$ cat src/rtl/qsfp_led_responder_pkg.sv
// Shared constants and types for the QSFP LED responder.
// Blink support is enabled by defining QSFP_LED_BLINK_EN.
package qsfp_led_responder_pkg;

    localparam logic [1:0] OKAY   = 2'b00;
    localparam logic [1:0] CMDERR = 2'b01;

    localparam int NUM_LANES = 4;

    localparam int LINK0_LSB = 0;
    localparam int ACT0_LSB  = 4;
    localparam int LINK1_LSB = 8;
    localparam int ACT1_LSB  = 12;

    typedef logic [15:0] led_reg_t;
    typedef logic [NUM_LANES-1:0] lane_t;

    function automatic lane_t lane_field(
        input led_reg_t r,
        input int lsb
    );
        return r[lsb +: NUM_LANES];
    endfunction

endpackage

$ cat src/rtl/qsfp_led_responder_if.sv
// Ctrlport request/response bundle with master and slave views.
// Blink support is enabled by defining QSFP_LED_BLINK_EN.
interface qsfp_led_responder_if;

    logic        req_wr;
    logic        req_rd;
    logic [19:0] req_addr;
    logic [31:0] req_data;
    logic [3:0]  req_byte_en;
    logic        resp_ack;
    logic [1:0]  resp_status;
    logic [31:0] resp_data;

    modport master (
        output req_wr, req_rd, req_addr,
        output req_data, req_byte_en,
        input  resp_ack, resp_status, resp_data
    );

    modport slave (
        input  req_wr, req_rd, req_addr,
        input  req_data, req_byte_en,
        output resp_ack, resp_status, resp_data
    );

endinterface

$ cat src/rtl/qsfp_led_blinker.sv
// Per-lane activity FSM: once armed, a lane finishes its on-phase.
// Blink support is enabled by defining QSFP_LED_BLINK_EN.
module qsfp_led_blinker (
    input  logic clk,
    input  logic rst_n,
    input  logic active,
    input  logic blink_phase,
    output logic led
);

    localparam logic [0:0] IDLE  = 1'b0;
    localparam logic [0:0] ARMED = 1'b1;

    logic [0:0] state;
    logic       phase_q;
    logic       phase_fall;

    assign phase_fall = phase_q & ~blink_phase;

    always_ff @(posedge clk or negedge rst_n) begin
        if (!rst_n) begin
            state   <= IDLE;
            phase_q <= 1'b0;
        end else begin
            phase_q <= blink_phase;
            unique case (state)
                IDLE:
                    if (active) state <= ARMED;
                ARMED:
                    if (phase_fall && !active)
                        state <= IDLE;
                default: state <= IDLE;
            endcase
        end
    end

    assign led = (state == ARMED) & blink_phase;

endmodule

$ cat src/rtl/qsfp_led_responder_regs.sv
// Ctrlport slave holding the 16-bit LED register.
// Blink support is enabled by defining QSFP_LED_BLINK_EN.
module qsfp_led_responder_regs
    import qsfp_led_responder_pkg::*;
#(
    parameter logic [19:0] LED_REGISTER_ADDRESS = 20'd0
) (
    input  logic                 clk,
    input  logic                 rst_n,
    qsfp_led_responder_if.slave  bus,
    output led_reg_t             led_reg
);

    logic        hit;
    logic        ack_q;
    logic [1:0]  status_q;
    logic [31:0] data_q;

    assign hit = (bus.req_addr == LED_REGISTER_ADDRESS)
               & (bus.req_wr | bus.req_rd);

    always_ff @(posedge clk or negedge rst_n) begin
        if (!rst_n) begin
            led_reg  <= '0;
            ack_q    <= 1'b0;
            status_q <= OKAY;
            data_q   <= '0;
        end else begin
            ack_q    <= hit;
            status_q <= (hit && bus.req_wr && bus.req_rd)
                      ? CMDERR : OKAY;
            // Only a clean read returns the register.
            data_q   <= (hit && bus.req_rd && !bus.req_wr)
                      ? {16'b0, led_reg} : '0;
            if (hit && bus.req_wr) begin
                if (bus.req_byte_en[0])
                    led_reg[7:0] <= bus.req_data[7:0];
                if (bus.req_byte_en[1])
                    led_reg[15:8] <= bus.req_data[15:8];
            end
        end
    end

    assign bus.resp_ack    = ack_q;
    assign bus.resp_status = status_q;
    assign bus.resp_data   = data_q;

endmodule

$ cat src/rtl/qsfp_led_responder.sv
// QSFP link/activity LED register on a ctrlport bus.
// Define QSFP_LED_BLINK_EN to blink activity LEDs.
module qsfp_led_responder
    import qsfp_led_responder_pkg::*;
#(
    parameter logic [19:0] LED_REGISTER_ADDRESS = 20'd0,
    parameter int BLINK_HALF_PERIOD = 12500000
) (
    input  logic        ctrlport_clk,
    input  logic        ctrlport_rst_n,
    input  logic        s_ctrlport_req_wr,
    input  logic        s_ctrlport_req_rd,
    input  logic [19:0] s_ctrlport_req_addr,
    input  logic [31:0] s_ctrlport_req_data,
    input  logic [3:0]  s_ctrlport_req_byte_en,
    output logic        s_ctrlport_resp_ack,
    output logic [1:0]  s_ctrlport_resp_status,
    output logic [31:0] s_ctrlport_resp_data,
    output logic [3:0]  qsfp0_led_link,
    output logic [3:0]  qsfp0_led_active,
    output logic [3:0]  qsfp1_led_link,
    output logic [3:0]  qsfp1_led_active
);

    qsfp_led_responder_if bus ();

    led_reg_t   led_reg;
    logic [7:0] act_bits;
    logic [7:0] act_led;

    assign bus.req_wr      = s_ctrlport_req_wr;
    assign bus.req_rd      = s_ctrlport_req_rd;
    assign bus.req_addr    = s_ctrlport_req_addr;
    assign bus.req_data    = s_ctrlport_req_data;
    assign bus.req_byte_en = s_ctrlport_req_byte_en;

    assign s_ctrlport_resp_ack    = bus.resp_ack;
    assign s_ctrlport_resp_status = bus.resp_status;
    assign s_ctrlport_resp_data   = bus.resp_data;

    qsfp_led_responder_regs #(
        .LED_REGISTER_ADDRESS (LED_REGISTER_ADDRESS)
    ) u_regs (
        .clk     (ctrlport_clk),
        .rst_n   (ctrlport_rst_n),
        .bus     (bus),
        .led_reg (led_reg)
    );

    assign act_bits = {lane_field(led_reg, ACT1_LSB),
                       lane_field(led_reg, ACT0_LSB)};

`ifdef QSFP_LED_BLINK_EN
    localparam int PW = (BLINK_HALF_PERIOD > 1)
                      ? $clog2(BLINK_HALF_PERIOD) : 1;
    localparam logic [PW-1:0] P_MAX = PW'(BLINK_HALF_PERIOD - 1);

    logic [PW-1:0] prescaler;
    logic          blink_phase;

    always_ff @(posedge ctrlport_clk or negedge ctrlport_rst_n) begin
        if (!ctrlport_rst_n) begin
            prescaler   <= '0;
            blink_phase <= 1'b0;
        end else if (prescaler == P_MAX) begin
            prescaler   <= '0;
            blink_phase <= ~blink_phase;
        end else begin
            prescaler   <= prescaler + 1'b1;
        end
    end

    for (genvar i = 0; i < 8; i++) begin : g_lane
        qsfp_led_blinker u_blink (
            .clk         (ctrlport_clk),
            .rst_n       (ctrlport_rst_n),
            .active      (act_bits[i]),
            .blink_phase (blink_phase),
            .led         (act_led[i])
        );
    end
`else
    assign act_led = act_bits;
`endif

    assign qsfp0_led_link   = lane_field(led_reg, LINK0_LSB);
    assign qsfp1_led_link   = lane_field(led_reg, LINK1_LSB);
    assign qsfp0_led_active = act_led[3:0];
    assign qsfp1_led_active = act_led[7:4];

endmodule
$ cat config.mk
export PLATFORM = sky130hd
export DESIGN_NAME = qsfp_led_responder
export DESIGN_NICKNAME = d
export VERILOG_FILES = /design/src/rtl/qsfp_led_responder_pkg.sv /design/src/rtl/qsfp_led_responder_if.sv /design/src/rtl/qsfp_led_blinker.sv /design/src/rtl/qsfp_led_responder_regs.sv /design/src/rtl/qsfp_led_responder.sv
export SDC_FILE = /design/constraint.sdc
export NUM_CORES = 1
export LEC_CHECK = 0
export BUFFER_PORTS_ARGS = -buffer_cell sky130_fd_sc_hd__buf_2
export CAP_MARGIN = 20
export CORE_ASPECT_RATIO = 0.75
export CORE_MARGIN = 3
export CORE_UTILIZATION = 40
export CTS_CLUSTER_SIZE = 14
export DETAILED_ROUTE_END_ITERATION = 7
export MAX_ROUTING_LAYER = met4
export PLACE_DENSITY = 0.9
export SYNTH_ARGS = -nofsm -noshare
export SYNTH_HDL_FRONTEND = slang
export SYNTH_SLANG_ARGS = --single-unit
$ cat constraint.sdc
create_clock -name ctrlport_clk -period 0.8 [get_ports ctrlport_clk]
set_input_delay 0.04 -clock ctrlport_clk [delete_from_list [all_inputs] [get_ports ctrlport_clk]]
set_output_delay 0.04 -clock ctrlport_clk [all_outputs]
set_load 0.01 [all_outputs]
; Yosys cells after proc, flatten, opt, wreduce, memory -nomap -nowiden
; Index checks and enable logic that the tools add are counted.
[totals]
memories = 0
out_inout_bits = 51
word_cells = 17
mem_bits_ro = 0
ram_bits = 0
regBits = 51
latch_bits = 0
[classes]
shift = 0
n_reduce_logical = 8
n_lt_le_gt_ge = 0
n_bitwise = 2
n_mul = 0
add_sub_neg = 0
muxes = 2
eq_ne = 0
n_div = 0
[op_table]
columns = operator, n
row1 = $logic_not A20 Y1, 1
row2 = $mux W16, 1
row3 = $logic_and A1 B1 Y1, 4
row4 = $reduce_and A2 Y1, 2
row5 = $and A1 B1 Y1, 1
row6 = $logic_not A1 Y1, 1
row7 = $mux W1, 1
row8 = $or A1 B1 Y1, 1

; Depth between registers and ports, before layout
[depth]
word_depth = 5
depth_mapped = 6
mapped_depth_nobuf = 4

; Worst setup path after synthesis
; OpenSTA, ideal clock, no wires.
[synth_timing]
path_kind = input -> register
from = input s_ctrlport_req_addr[14]
to = register u_regs.data_q[10] (netlist: u_regs.bus.resp_data[10])
slack_ns = -0.747
path_stages = 5
path_buffers = 2
t_arrival_ns = 1.465
path_cell_list = or4_4 > or4_4 > buf_6 > buf_12 > nor3b_2
[synth_between]
elab_chain_cells = 5
[synth_lines]
columns = element, line_no
row1 = from (decl), qsfp_led_responder.sv:13  ; input logic [19:0] s_ctrlport_req_addr,
row2 = $logic_not A20 Y1, qsfp_led_responder_regs.sv:19  ; assign hit = (bus.req_addr == LED_REGISTER_ADDRESS)
row3 = $and A1 B1 Y1, qsfp_led_responder_regs.sv:20  ; & (bus.req_wr | bus.req_rd);
row4 = $logic_and A1 B1 Y1 (2 in a row), qsfp_led_responder_regs.sv:33  ; data_q <= (hit && bus.req_rd && !bus.req_wr)
row5 = $mux W16, qsfp_led_responder_regs.sv:34  ; ? {16'b0, led_reg} : '0;
row6 = to (signal assigned), qsfp_led_responder_regs.sv:33
row7 = to (decl), qsfp_led_responder_regs.sv:17  ; logic [31:0] data_q;
; Every way passes these cells.
; A chain may end at the register's enable or synchronous reset.

; Worst setup path in the final report
[layout_timing]
from = input s_ctrlport_req_addr[19]
to = register u_regs.data_q[10] (netlist: u_regs.bus.resp_data[10])
; Same word-level chain as after synthesis.

==> summary.md <==
| Metric | Value |
|---|---|
| Overflow after GRT | 0 |
| DR WL/cell | 18.0 um |
| Final wirelength | 4.86 mm |
| Failing checks | negative setup slack |
| Max-Cap Viols | 0 |
| # setup viols final | between 60 and 70 |
| R2R Path End | u_regs.bus.resp_data[14] |
| Die X | 76.5 um |
| Vias in the first global route | between 1000 and 1500 |
| # IOs | 111 |
| Synth warnings | 0 |
| CTS root buffer | clkbuf_8 |
| Die Ht | around 59 um |
| Worst-Margin Slew | between 0.4 and 0.5 ns |
| Fin crit period | approximately 1.4 ns |
| Num CTS Buffers | 5 |
| Final Util | 76.9% |
| Crit path launch type | input port |
| Ant diodes | 0 |
| Met2 Usage GRT | between 40% and 50% |
| Core Area | 0.00342 mm^2 |
| Clock skew | just under 0.006 ns |
| Clk sinks | 34 |
| Final Hold Fails | 0 |
| Initial DRC count | 27 |
| Switching pwr | 791 uW |
| Final worst setup slack | -0.596 ns |
| Worst reg2reg path depth | 2 |
| First-pass GRT wire length | between 6 and 7 mm |
| Combinational Power Share | 11.1% |
| Status | finished, violations left |
| Post-synthesis average cell area | between 10 and 15 um^2 |
| Port Buffers | 75 |
| P_int | approximately 2.9 mW |
| Largest cells by area after synthesis | dfrtp_1, mux2_2, buf_4, nor3b_2, nor3b_1 |
| RR Startpoint | u_regs.led_reg[14] |
| Most instantiated library cell after synthesis | dfrtp_1 |
| Layout cells sized above 1 | 68.6% |
| Largest net degree at the start of global routing | 35 |
| Row Count | 18 |
| Clock share of power | 42.6% |
| Met3 usage | 3.67% |
| Worst hold path class | in2reg |
| Worst endpoint data arrival time | roughly 1.6 ns |
| Power density cells | about 1400 mW/mm^2 |
| HPWL after DPL | roughly 2.5 mm |
| Slew Viols, Final | 0 |
| Post-synth top area share | 57.0% |
| Sequential share of the synthesized area | between 50% and 60% |
| Critical Path RT | 1.00 ns |
| GPL Wtd Cong | 0.828 |
| DR vias | roughly 1300 |
| Starting Density | 43.6% |
| Largest area contributor in the synthesized netlist | dfrtp_1 |
| Via-to-Cell Ratio | between 4 and 5 |
| Worst skew pair latency | roughly 0.28 ns |
| Synth Cell Area | 0.00149 mm^2 |
| Ys flop type | dfrtp_1 |
| CP endpoint | u_regs.bus.resp_data[10] |
| Register bit count reported by yosys | 34 |
| Total iterations of the first detailed-routing run | 2 |
| Post-synth EDFFs | 0 |
| Nets@finish | between 200 and 300 |
| Residual DRC count | 0 |
| Slew headroom | 67.2% |
| Synth top cells by count | dfrtp_1, buf_4, mux2_2 |
| VDD IR max | between 0.001 and 0.0015 V |
| Initial antenna violation count | 0 |
| H-tree depth | 2 |
| Share of flip-flops with an asynchronous set or reset | between 90% and 100% |
| Setup CP Type | in2reg |
| Switching Fraction | approximately a fifth |
| Max Freq | around 720 MHz |
| CTS tree | done |
| GRT Util Overall | between 20% and 30% |
| RSZ-0062 raised after global routing | true |
| Crit path max fanout | 8 |
| Grt peak-use layer | met2 |
| Post-synth cell types | 19 |
| Crit. End Element | flip-flop |
| CP Launch Point | s_ctrlport_req_addr[19] |
| CTS clk-pin slew, worst paths | roughly 0.060 ns |
| Sequential Power Share | around 46% |
| Routed Antenna Nets | 0 |
| Power, Total | ~3.7 mW |
| Static leakage | around 1.3 nW |
| Area growth, synth to finish | 76.4% |
| Mapped Cells | 105 |
| Flop2flop setup slack | -0.02 ns |
| Fin crit share | 174% |
| Met1 Track Usage GR | 20.4% |
| Total die area | between 0.004 and 0.005 mm^2 |
| Clock tree buffer depth | 2 |
worst min path at each step:
stage / end / slack (ns) / cells after the start / startpoint
detailed placement: u_regs.bus.resp_ack / 0.01 / 2 / ctrlport_rst_n
CTS: u_regs.led_reg[6] / 0.003 / 2 / s_ctrlport_req_data[6]
global route: u_regs.led_reg[6] / 0.008 / 2 / s_ctrlport_req_data[6]
floorplan: u_regs.bus.resp_ack / -0.26 / 0 / ctrlport_rst_n
finish: u_regs.led_reg[6] / 0.01 / 2 / s_ctrlport_req_data[6]
global placement: u_regs.bus.resp_ack / 0.005 / 2 / ctrlport_rst_n
power groups by stage:
stage	Sequential, mW	Clock [mW]	Combinational, mW
final	1.72	1.58	0.410
after CTS	1.72	1.61	0.370
after floorplan	1.75	0	0.128
after global routing	1.72	1.67	0.439
after detailed placement	1.75	0	0.236
after global placement	1.75	0	0.231
critical path: stages:
cell	delay (ns)
buf_6	0.09
or4_4	0.55
buf_6	0.14
or4_4	0.52
nor3b_2	0.23
area by class of cell:
class	count	area, um^2
clock buffer	6	82.6
sequential	34	851
multi-input combinational	66	762
inverter	1	3.75
fill	204	792
clock inverter	1	30.0
timing repair buffer	112	840
tap	50	62.6
cells by family after synthesis:
| kind of cell | after synthesis | synth area share [%] |
|---|---|---|
| compound gates | 1 | 0.335 |
| buf+inv | 22 | 11.4 |
| flops | 34 | 57.0 |
| mux | 16 | 12.1 |
| other cells | 1 | 0.251 |
| simple gates | 31 | 18.9 |
repair_timing:
item / in CTS / in global routing
endpoints found under the hold margin: 49 / 0
resized for setup: 44 / 17
buffers inserted: 5 / 9
pin swaps: 25 / 16
hold buffers: 16 / 0
endpoints found under the setup margin: 67 / 68
gates cloned: 1 / 0
metrics by stage:
stage	cell area, um^2	setup slack (ns)	TNS, ns	hold WS (ns)	std cells
final	2630	-0.596	-19.10	0.0146	270
after global routing	2630	-0.612	-21.00	0.00771	270
after CTS	2490	-0.509	-16.23	0.00341	263
after detailed placement	1950	-0.875	-26.17	0.0101	235
after global placement	1950	-0.829	-25.15	0.00540	235
after floorplan	1580	-0.747	-20.15	-0.256	121
per-layer routing:
metal  vias to the layer above  routed length (um)
met3                        11                 273
met5                         -                   0
met1                       637                1670
met2                        69                2770
li1                        566                   -
met4                         0                 140
placed cells by master, fill, tap and decap left out, types with 2 or more instances in the layout:
cell	n
dfrtp_1	34
dlygate4sd3_1	16
nor4_4	4
nand3_4	3
conb_1	17
mux2_4	16
buf_4	15
nor3_4	3
buf_2	58
clkbuf_8	6
buf_12	2
or4_4	3
nor3b_2	16
buf_6	21
No activity file was read; power rests on OpenSTA's default activity.
